[src/rtl/serial_adder_if.sv]
// serial_adder_if: start/busy/done handshake and operand/result bus for serial_adder
// master drives start, a, b, c_in, sub; slave returns busy, done, sum, carry_out, overflow
interface serial_adder_if #(parameter int WIDTH = 8);
  logic             start;
  logic [WIDTH-1:0] a;
  logic [WIDTH-1:0] b;
  logic             c_in;
  logic             sub;
  logic             busy;
  logic             done;
  logic [WIDTH-1:0] sum;
  logic             carry_out;
  logic             overflow;
  modport master (output start, a, b, c_in, sub, input busy, done, sum, carry_out, overflow);
  modport slave  (input start, a, b, c_in, sub, output busy, done, sum, carry_out, overflow);
endinterface

[src/rtl/serial_adder.sv]
// serial_adder: multi-cycle add/sub processing WIDTH bits DIGIT bits per clock
// clk: rising-edge clock; rst_n: async active-low reset
// bus (slave): start/a/b/c_in/sub in, busy/done/sum/carry_out/overflow out
module serial_adder #(
  parameter int WIDTH = 8,
  parameter int DIGIT = 1
) (
  input  logic clk,
  input  logic rst_n,
  serial_adder_if.slave bus
);
  localparam int N  = WIDTH / DIGIT;
  localparam int CW = N > 1 ? $clog2(N) : 1;
  typedef enum logic [1:0] {IDLE, RUN, DONE} state_t;
  state_t           state_q, state_d;
  logic [WIDTH-1:0] a_q, a_d, b_q, b_d, res_q, res_d, sum_q, sum_d;
  logic [CW-1:0]    cnt_q, cnt_d;
  logic             carry_q, carry_d, a_msb_q, a_msb_d, b_msb_q, b_msb_d;
  logic             co_q, co_d, ov_q, ov_d, busy_q, busy_d, done_q, done_d;
  logic             run, last, accept;
  logic [WIDTH-1:0] b_eff, res_shift;
  logic [DIGIT:0]   slice;
  always_comb begin
    run       = state_q == RUN;
    last      = run && cnt_q == CW'(N - 1);
    accept    = state_q != RUN && bus.start;
    b_eff     = bus.sub ? ~bus.b : bus.b;
    slice     = {1'b0, a_q[DIGIT-1:0]} + {1'b0, b_q[DIGIT-1:0]} + {{DIGIT{1'b0}}, carry_q};
    // partial sum enters at the top so the LSB digit ends up at bit 0 after N shifts
    res_shift = WIDTH'({slice[DIGIT-1:0], res_q} >> DIGIT);
    state_d   = accept ? RUN : last ? DONE : run ? RUN : IDLE;
    a_d       = accept ? bus.a : run ? a_q >> DIGIT : a_q;
    b_d       = accept ? b_eff : run ? b_q >> DIGIT : b_q;
    // subtraction is a + ~b + ~c_in, so the borrow-in enters inverted
    carry_d   = accept ? bus.c_in ^ bus.sub : run ? slice[DIGIT] : carry_q;
    cnt_d     = accept ? '0 : run ? cnt_q + CW'(1) : cnt_q;
    res_d     = run ? res_shift : res_q;
    a_msb_d   = accept ? bus.a[WIDTH-1] : a_msb_q;
    b_msb_d   = accept ? b_eff[WIDTH-1] : b_msb_q;
    sum_d     = last ? res_shift : sum_q;
    co_d      = last ? slice[DIGIT] : co_q;
    ov_d      = last ? (a_msb_q == b_msb_q) && (res_shift[WIDTH-1] != a_msb_q) : ov_q;
    busy_d    = state_d == RUN;
    done_d    = state_d == DONE;
  end
  always_ff @(posedge clk or negedge rst_n) begin
    if (!rst_n) begin
      state_q <= IDLE;
      a_q     <= '0;
      b_q     <= '0;
      res_q   <= '0;
      sum_q   <= '0;
      cnt_q   <= '0;
      carry_q <= 1'b0;
      a_msb_q <= 1'b0;
      b_msb_q <= 1'b0;
      co_q    <= 1'b0;
      ov_q    <= 1'b0;
      busy_q  <= 1'b0;
      done_q  <= 1'b0;
    end else begin
      state_q <= state_d;
      a_q     <= a_d;
      b_q     <= b_d;
      res_q   <= res_d;
      sum_q   <= sum_d;
      cnt_q   <= cnt_d;
      carry_q <= carry_d;
      a_msb_q <= a_msb_d;
      b_msb_q <= b_msb_d;
      co_q    <= co_d;
      ov_q    <= ov_d;
      busy_q  <= busy_d;
      done_q  <= done_d;
    end
  end
  assign bus.busy      = busy_q;
  assign bus.done      = done_q;
  assign bus.sum       = sum_q;
  assign bus.carry_out = co_q;
  assign bus.overflow  = ov_q;
endmodule

[src/flat_wrapper.sv]
// flat-port wrapper written by rule: the top's interface ports become plain ports
module serial_adder_flat 
#(
  parameter int WIDTH = 8,
  parameter int DIGIT = 1
)
  (clk, rst_n, bus_start, bus_a, bus_b, bus_c_in, bus_sub, bus_busy, bus_done, bus_sum, bus_carry_out, bus_overflow);
  serial_adder_if #(.WIDTH(WIDTH)) bus_i ();
  input  logic clk;
  input  logic rst_n;
  input wire logic [$bits(bus_i.start)-1:0] bus_start;
  input wire logic [$bits(bus_i.a)-1:0] bus_a;
  input wire logic [$bits(bus_i.b)-1:0] bus_b;
  input wire logic [$bits(bus_i.c_in)-1:0] bus_c_in;
  input wire logic [$bits(bus_i.sub)-1:0] bus_sub;
  output wire logic [$bits(bus_i.busy)-1:0] bus_busy;
  output wire logic [$bits(bus_i.done)-1:0] bus_done;
  output wire logic [$bits(bus_i.sum)-1:0] bus_sum;
  output wire logic [$bits(bus_i.carry_out)-1:0] bus_carry_out;
  output wire logic [$bits(bus_i.overflow)-1:0] bus_overflow;
  assign bus_i.start = bus_start;
  assign bus_i.a = bus_a;
  assign bus_i.b = bus_b;
  assign bus_i.c_in = bus_c_in;
  assign bus_i.sub = bus_sub;
  assign bus_busy = bus_i.busy;
  assign bus_done = bus_i.done;
  assign bus_sum = bus_i.sum;
  assign bus_carry_out = bus_i.carry_out;
  assign bus_overflow = bus_i.overflow;
  serial_adder #(.WIDTH(WIDTH), .DIGIT(DIGIT)) u_core (.clk(clk), .rst_n(rst_n), .bus(bus_i));
endmodule
[config.mk]
export PLATFORM = sky130hd
export DESIGN_NAME = serial_adder_flat
export DESIGN_NICKNAME = d
export VERILOG_FILES = /design/src/rtl/serial_adder_if.sv /design/src/rtl/serial_adder.sv /design/src/flat_wrapper.sv
export SDC_FILE = /design/constraint.sdc
export NUM_CORES = 1
export LEC_CHECK = 0
export ABC_AREA = 1
export CAP_MARGIN = 25
export CORE_MARGIN = 1
export CORE_UTILIZATION = 45
export CTS_BUF_LIST = sky130_fd_sc_hd__clkbuf_8
export CTS_CLUSTER_SIZE = 28
export DETAILED_ROUTE_END_ITERATION = 7
export HOLD_SLACK_MARGIN = 0.06
export PLACE_DENSITY = 0.73
export SLEW_MARGIN = 20
export SYNTH_ARGS = -nofsm -noshare
export SYNTH_HDL_FRONTEND = slang
export SYNTH_SLANG_ARGS = --single-unit
[constraint.sdc]
create_clock -name clk -period 1.28 [get_ports clk]
set_input_delay 0.128 -clock clk [delete_from_list [all_inputs] [get_ports clk]]
set_output_delay 0.128 -clock clk [all_outputs]
set_load 0.005 [all_outputs]
# Word level (Yosys, flattened, before mapping)
# Index checks and enable logic that the tools add are counted.
[word_totals]
ff_bits = 44
[classes]
addsub = 3
eq_ne = 7
n_mux = 12
bitwise = 2
n_reduce_logical = 4
[op_table]
columns = ["op", "n"]
rows = [
  ["2-to-1 mux 8 bit", 5],
  ["NOT 8 bit", 1],
  ["2-to-1 mux 3 bit", 2],
  ["== test 2 x 1 -> 1 bit (second input constant)", 2],
  ["2-to-1 mux 2 bit", 2],
  ["adder 3 x 1 -> 3 bit (second input constant)", 1],
  ["== test 3 bit (second input constant)", 1],
  ["logical AND 1 bit", 3],
  ["2-to-1 mux 1 bit", 3],
  ["adder 1 x 1 -> 2 bit", 1],
  ["adder 2 x 1 -> 2 bit", 1],
  ["== test 2 bit (second input constant)", 1],
  ["!= test 2 x 1 -> 1 bit (second input constant)", 1],
  ["nonzero test 2 bit", 1],
  ["== test 1 bit", 1],
  ["!= test 1 bit", 1],
  ["XOR 1 bit", 1],
]

# Depth between registers and ports, before layout
# Gate-level depths: netlist of run 1.
[depth]
word_depth = 5
mapped_depth = 6

# Least setup slack after synthesis of run 1
# No wires, ideal clock.
[synth_path]
path_kind = "reg2reg"
from = "register u_core.carry_q"
to = "register u_core.ov_q (netlist: u_core.bus.overflow)"
setup_ns = 0.116
t_arrival_ns = 1.169
path_slack_ns = -0.006
stages_incl_launch_ff = 7
period_less_slack_ns = 1.286
cell_sequence = "dfrtp_1 -> fa_1 -> inv_1 -> nand3_1 -> nand2_1 -> nand2_1 -> nand2_1"
[synth_between]
elab_chain_cells = 3
[synth_rtl]
columns = ["element", "line", "rtl"]
rows = [
  ["start: declaration", "serial_adder.sv:18", "logic carry_q, carry_d, a_msb_q, a_msb_d, b_msb_q, b_msb_d;"],
  ["start signal: assignment", "serial_adder.sv:68", "carry_q <= carry_d;"],
  ["adder 2 x 1 -> 2 bit", "serial_adder.sv:28", "slice = {1'b0, a_q[DIGIT-1:0]} + {1'b0, b_q[DIGIT-1:0]} + {{DIGIT{1'b0}}, carry_q};"],
  ["net u_core.slice[0]", "serial_adder.sv:22", "logic [DIGIT:0] slice;"],
  ["!= test 1 bit", "serial_adder.sv:42", "ov_d = last ? (a_msb_q == b_msb_q) && (res_shift[WIDTH-1] != a_msb_q) : ov_q;"],
  ["logical AND 1 bit", "serial_adder.sv:42", ""],
  ["end signal: assignment", "serial_adder.sv:72", "ov_q <= ov_d;"],
  ["end: declaration", "serial_adder.sv:19", "logic co_q, co_d, ov_q, ov_d, busy_q, busy_d, done_q, done_d;"],
]
# The timed path passes the listed nets, and every way through them passes these cells.
# A chain may end at the register's enable or synchronous reset.

# Worst setup path in the final report of run 1
[layout_path]
from = "register u_core.a_q[0]"
to = "register u_core.ov_q (netlist: u_core.bus.overflow)"
[layout_between]
elab_chain_cells = 4
[layout_rtl]
columns = ["element", "line", "rtl"]
rows = [
  ["start: declaration", "serial_adder.sv:16", "logic [WIDTH-1:0] a_q, a_d, b_q, b_d, res_q, res_d, sum_q, sum_d;"],
  ["start signal: assignment", "serial_adder.sv:49", "a_q <= '0;"],
  ["start signal: assignment", "serial_adder.sv:63", "a_q <= a_d;"],
  ["adder 1 x 1 -> 2 bit", "serial_adder.sv:28", ""],
  ["adder 2 x 1 -> 2 bit", "serial_adder.sv:28", ""],
  ["net u_core.slice[0]", "serial_adder.sv:22", ""],
  ["!= test 1 bit", "serial_adder.sv:42", ""],
  ["logical AND 1 bit", "serial_adder.sv:42", ""],
]
# The timed path passes the listed nets, and every way through them passes these cells.

==> impl_metrics.toml, run 1 <==
[status]
status = "finished, violations left"
violations = "design-rule violations, negative setup slack"

[timing]
hold_viol = 0
holdWs_ns = 0.3062
grt_setup_unrepaired = "true"
setup_slack_ns = -0.04071
fin_worst_skew_ns = 0.003087
post-route-min-period_ns = 1.321
max_freq_mhz = 757.2
max_slew_margin_pct = 71.56
finalCritPeriodShare_pct = 103.2
setup_viol = 1
worst_slew_pin_slew_ns = 0.4267
drv_slew = 0

[final_layout]
drive_gt1_share_pct = 12.00
syn_to_final_growth_pct = 34.63
design_area_sq_mm = 0.002520
num-nets-final = 299
final_util_pct = 63.00
n_fill_cell = 369
antenna_cells = 0

[place]
hpwl_um = 2501
io_buffers = 32
place_area_sq_mm = 0.002331
place.gp.congestion = 0.7514

[pwr]
comb_power_share_pct = 37.0
p_int_mw = 3.374
p_clk_share_pct = 20.9
vdd_drop_max_uv = 792.5
power.density_mw_per_mm2 = 1987
p_seq_share_pct = 42.1
netSwitchingPower_mw = 1.633
swShare_pct = 32.61
p_total_mw = 5.008
p_leak_nw = 1.407

[drt]
drc = 2
avgRoutedWirePerCell_um = 10.86
drtPass1Iterations = 6
avgViaCountPerCell = 4.782
vias = 1554
final_antenna_net_count = 0
drt-total-wl_um = 3528
drt_iter0_drc = 108

[critical_path]
crit_arrival_ns = 1.51
required_ns = 1.47
cp-start-kind = "flop"
end_kind = "flop"
path_cells = "fa_1 -> inv_2 -> nand3_2 -> nand2_1 -> nand2_1 -> nand2_1"
crit_fanout = 3
critPathSlowestCell = "fa_1"
critical_path.most_common_cell = "nand2_1"
cpPeakStageDelay_ns = 0.57
worstSetupPathType = "reg -> reg"

[clock_tree]
cts_tree = "yes"
path_clk_slew_ns = 0.07
clkLatencyLatePin_ns = 0.29
clkSinkCount = 42
htreeDepth = 2
numCtsBuffers = 5
clockBufferDepth = 2
cts-root-buf = "clkbuf_8"

[yosys]
synth_warnings = 0
synth.cell_area_sq_mm = 0.001872
synth_fp_nets = 250
synth-seq-cells = 42
synth_top_cell_by_area = "dfrtp_1"
synth_top_area_share_pct = 56.15
ys_seq_area_share_pct = 56.15
synthTopCellsByArea = "dfrtp_1 (56%), nand2_1 (18%), nand3_1 (9.1%)"
ys.flop_type = "dfrtp_1"
synthTopCellsByCount = "nand2_1 (92), dfrtp_1 (42), nand3_1 (34)"
synthArstFlopShare_pct = 100.0
synth-edff-count = 0
yosysMostFrequentCell = "nand2_1"
postSynthCellCount = 226
syn_avg_cell_area_sq_um = 8.282
synth.distinct_cells = 18

[floorplan]
fp-row-count = 23
start_util_pct = 46.79
io_pins = 33
die_h_um = 66.50
die_w_um = 66.50
core_sq_mm = 0.004000
dieArea_sq_mm = 0.004422

[grt]
grt-ovfl-total = 0
gr-usage-all-layers_pct = 19.58
first_global_vias = 1505
antenna_found_initial = 0
grt_pass1_wl_um = 6403
grt_max_degree = 33

[min_path]
hold_path_class = "in -> async"

[flow_run]
max_cap_viol_count = 0
worst max-delay path: cells and delay by family, from the launching register on:
kind	cells	cell delay, ns
buffers and inverters	1	0.06
DFF	1	0.40
adders and majority gates	1	0.57
and+or+nand+nor	4	0.18
per-layer routing:
metal | GRT usage [%] | up-vias | part of all wire (%)
met5 | 0 | - | 0
met4 | 6.383 | 0 | 1.0
met3 | 6.164 | 4 | 4.5
met2 | 33.93 | 36 | 50
met1 | 22.85 | 701 | 44
li1 | - | 813 | -
layout make-up:
type | instances | area, sq um | area share [%]
Sequential cell | 42 | 1051 | 41.71
Multi-Input combinational cell | 153 | 696.9 | 27.66
Timing Repair Buffer | 51 | 514.2 | 20.41
Clock buffer | 6 | 82.58 | 3.277
Inverter | 22 | 82.58 | 3.277
Tap cell | 50 | 62.56 | 2.483
Clock inverter | 1 | 30.03 | 1.192
power by group through the flow:
stage	logic, mW	registers [mW]	clock network (mW)
finish	1.85	2.11	1.05
global route	2.15	2.17	1.14
CTS	1.83	2.12	1.08
detailed placement	1.79	2.15	0
global placement	1.74	2.12	0
floorplan	1.03	2.10	0
final timing paths:
kind / start / to / slack (ns) / cells past startpoint
max: u_core.a_q[0] / u_core.bus.overflow / -0.04 / 6
min: rst_n / u_core.bus.sum[5] / 0.31 / 2
max reg2reg: u_core.a_q[0] / u_core.bus.overflow / -0.04 / 6
min reg2reg: u_core.bus.carry_out / u_core.bus.carry_out / 0.48 / 2
max in group asynchronous: rst_n / u_core.bus.carry_out / 0.50 / 3
min in group clk: bus_a[5] / u_core.a_q[5] / 0.39 / 3
stage by stage:
stage          cells  setup TNS, ns  worst slack [ns]
4_1_cts          321       -0.03819          -0.03819
6_report         325       -0.04071          -0.04071
2_1_floorplan    226      -0.002251         -0.002251
3_3_place_gp     311       -0.02956          -0.02956
5_1_grt          325        -0.2125           -0.1582
3_5_place_dp     311       -0.04470          -0.04470
registers in the layout (all words and copies together), names as in the netlist, 2 cells and up:
| register | cells |
|---|---|
| u_core.cnt_q | 3 |
| u_core.state_q | 2 |
| u_core.a_q | 8 |
| u_core.bus.sum | 8 |
| u_core.res_q | 7 |
| u_core.b_q | 8 |
layout by cell type (no fill, tap or decap):
master,n
dfrtp_1,42
dlygate4sd3_1,1
buf_2,1
xor2_1,1
o21ai_1,6
clkdlybuf4s50_1,20
clkbuf_8,6
nor2_4,1
buf_4,15
buf_12,3
nand3_1,33
dlymetal6s2s_1,8
inv_2,3
a21oi_1,1
o21ai_0,10
ha_1,2
fa_1,1
bufinv_16,1
a21oi_2,1
dlygate4sd2_1,3
inv_1,19
nand3_2,1
nand2_1,92
nor2_1,3
nand2_2,1
cells by family after synthesis:
| family | after synthesis | synth area share, % |
|---|---|---|
| and+or+nand+nor | 131 | 29.08 |
| DFF | 42 | 56.15 |
| buffers and inverters | 31 | 6.885 |
| AOI/OAI and AO/OA | 18 | 5.013 |
| adders and majority gates | 3 | 2.406 |
| xor gates and xnor gates | 1 | 0.4680 |
timing repair:
item / CTS / global route
resized for setup: 5 / 8
pin swaps: 1 / 3
endpoints found under the hold margin: 17 / 0
setup endpoints to repair: 6 / 17
hold buffers: 1 / 0
setup buffers: 2 / 4
(Power assumes the default switching activity.)
==> run 2: changes to the inputs <==
--- a/config.mk
+++ b/config.mk
@@ -9,7 +9,7 @@
 export CAP_MARGIN = 25
 export CORE_MARGIN = 1
 export CORE_UTILIZATION = 45
-export CTS_BUF_LIST = sky130_fd_sc_hd__clkbuf_8
+export CTS_BUF_LIST = sky130_fd_sc_hd__clkbuf_4 sky130_fd_sc_hd__clkbuf_8
 export CTS_CLUSTER_SIZE = 28
 export DETAILED_ROUTE_END_ITERATION = 7
 export HOLD_SLACK_MARGIN = 0.06
==> results of run 2 <==
The final DEF is identical to that of run 1; final timing and power are the same.
==> run 3: changes to the inputs <==
--- a/config.mk
+++ b/config.mk
@@ -7,13 +7,14 @@
 export LEC_CHECK = 0
 export ABC_AREA = 1
 export CAP_MARGIN = 25
+export CORE_ASPECT_RATIO = 0.9
 export CORE_MARGIN = 1
-export CORE_UTILIZATION = 45
+export CORE_UTILIZATION = 54
 export CTS_BUF_LIST = sky130_fd_sc_hd__clkbuf_4 sky130_fd_sc_hd__clkbuf_8
 export CTS_CLUSTER_SIZE = 28
 export DETAILED_ROUTE_END_ITERATION = 7
 export HOLD_SLACK_MARGIN = 0.06
-export PLACE_DENSITY = 0.73
+export PLACE_DENSITY = 0.82
 export SLEW_MARGIN = 20
 export SYNTH_ARGS = -nofsm -noshare
 export SYNTH_HDL_FRONTEND = slang
==> constraint.sdc (replaced) <==
create_clock -name clk -period 1.47 [get_ports clk]
set_input_delay 0.147 -clock clk [delete_from_list [all_inputs] [get_ports clk]]
set_output_delay 0.147 -clock clk [all_outputs]
set_load 0.005 [all_outputs]
==> run 3 against run 2 <==
Net effect: the flow now finishes without violations; via count fell by 0.64%; clock-buffer cell count rose by 1; non-clock buffer count fell by 10; critical path depth fell by 5; die area fell by 16%; combinational power fell by 17%; flip-flop and latch count did not move; sequential power fell by 12%; clock skew rose by 0.0042 ns; worst hold slack improved by 0.046 ns; register-to-register slack improved by 0.16 ns; clock power fell by 28%; highest routed layer unchanged.
==> impl_metrics.toml, run 3 (synthesized netlist as in run 1, its figures left out) <==
[drt]
avgRoutedWirePerCell_um = 11.49
avgViaCountPerCell = 5.013
drc = 0
drtPass1Iterations = 4
drt_iter0_drc = 89
vias = 1544
final_antenna_net_count = 0
drt-total-wl_um = 3540

[clock_tree]
htreeDepth = 2
cts_resized = 0
cts_tree = "yes"
clockBufferDepth = 2
post-cts-setup-buffers = 0
clkLatencyLatePin_ns = 0.29
numCtsBuffers = 5
clkSinkCount = 42
postCtsHoldBufs = 1
path_clk_slew_ns = 0.08
cts-root-buf = "clkbuf_8"

[timing]
setup_slack_ns = 0.06451
hold_viol = 0
post-route-min-period_ns = 1.405
drv_slew = 0
grt_setup_unrepaired = "false"
max_slew_margin_pct = 84.39
max_freq_mhz = 711.5
fin_worst_skew_ns = 0.007241
setup_tns_ns = 0
worst_slew_pin_slew_ns = 0.2339
finalCritPeriodShare_pct = 95.61
setup_viol = 0

[status]
status = "finished, final reports clean"

[floorplan]
core_sq_mm = 0.003186
dieArea_sq_mm = 0.003706
die_w_um = 64.06
die_h_um = 57.86
start_util_pct = 58.76
io_pins = 33
fp-row-count = 19

[grt]
grt-ovfl-total = 0
first_global_vias = 1495
grt_pass1_wl_um = 6320
antenna_found_initial = 0
grt_max_degree = 43
gr-usage-all-layers_pct = 22.44

[place]
hpwl_um = 2545
place.gp.congestion = 0.8055
io_buffers = 32
pre_cts_ws_ns = 0.1338

[final_layout]
final_cell_mix = "nand2_1 (92), dfrtp_1 (42), nand3_1 (34), clkdlybuf4s50_1 (31), inv_1 (20)"
antenna_cells = 0
num-nets-final = 289
n_fill_cell = 247
drive_gt1_share_pct = 8.271
syn_to_final_growth_pct = 28.68
layout_commonest_cell = "nand2_1"

[critical_path]
crit_arrival_ns = 1.26
r2r-end = "u_core.bus.overflow"
ff2ff_setup_slack_ns = 0.12
required_ns = 1.32
worstSetupPathType = "reg -> out"
path_cells = "clkdlybuf4s50_1"
end_kind = "primary output"
cpPeakStageDelay_ns = 0.53
crit-reg2reg-launch = "u_core.carry_q"
path_delay_family = "buffers and inverters"
cp-start-kind = "flop"
critPathSlowestCell = "clkdlybuf4s50_1"
crit_fanout = 4
crit_buf_inv = 1
rr_worst_depth = 6

[pwr]
vdd_drop_max_uv = 1181
p_leak_nw = 1.251
power.density_mw_per_mm2 = 1724

[flow_run]
max_cap_viol_count = 0

[min_path]
hold_path_class = "in -> async"
[run 3: cell type report]
| cell class | instances | area, sq um | share of cell area [%] |
|---|---|---|---|
| sequential | 42 | 1051 | 43.64 |
| clock buffer | 7 | 90.09 | 3.740 |
| inverter | 22 | 82.58 | 3.429 |
| clock inverter | 1 | 5.005 | 0.2078 |
| timing repair buffer | 41 | 435.4 | 18.08 |
| tap | 42 | 52.55 | 2.182 |
| multi-input combinational | 153 | 691.9 | 28.73 |
[run 3: worst max-delay path by stage]
stage                            startpoint                   to  slack [ns]  depth (start not counted)
final                     u_core.state_q[0]             bus_busy        0.06                          1
after floorplan              u_core.carry_q  u_core.bus.overflow        0.18                          6
after global routing      u_core.state_q[0]             bus_busy        0.01                          1
after global placement       u_core.carry_q  u_core.bus.overflow        0.16                          6
after detailed placement     u_core.carry_q  u_core.bus.overflow        0.13                          6
after CTS                 u_core.state_q[0]             bus_busy        0.05                          1
[run 3: where the power goes]
part	total (mW)	internal (mW)	switching (mW)	leakage, nW
registers	1.85	1.60	0.256	0.542
logic	1.54	0.755	0.783	0.657
clock network	0.760	0.397	0.363	0.0517
total	4.15	2.75	1.40	1.25
[run 3: stage by stage]
stage                     cells  instance area [sq um]  power, mW  hold slack (ns)  util (%)
after floorplan             226                   1872      2.727          -0.1486         -
after global placement      299                   2303      3.356           0.1358     72.31
after detailed placement    299                   2303      3.425           0.1411     72.31
after CTS                   308                   2409      4.199           0.3748     75.61
after global routing        308                   2409      4.476           0.3837     75.61
final                       308                   2409      4.151           0.3523     75.61
[run 3: metal layers]
layer	GRT usage, %	vias to the layer above	wire length, um
met2	37.54	42	1717
met4	8.117	0	58
li1	-	785	-
met5	0	-	0
met3	5.118	9	152
met1	28.89	708	1612
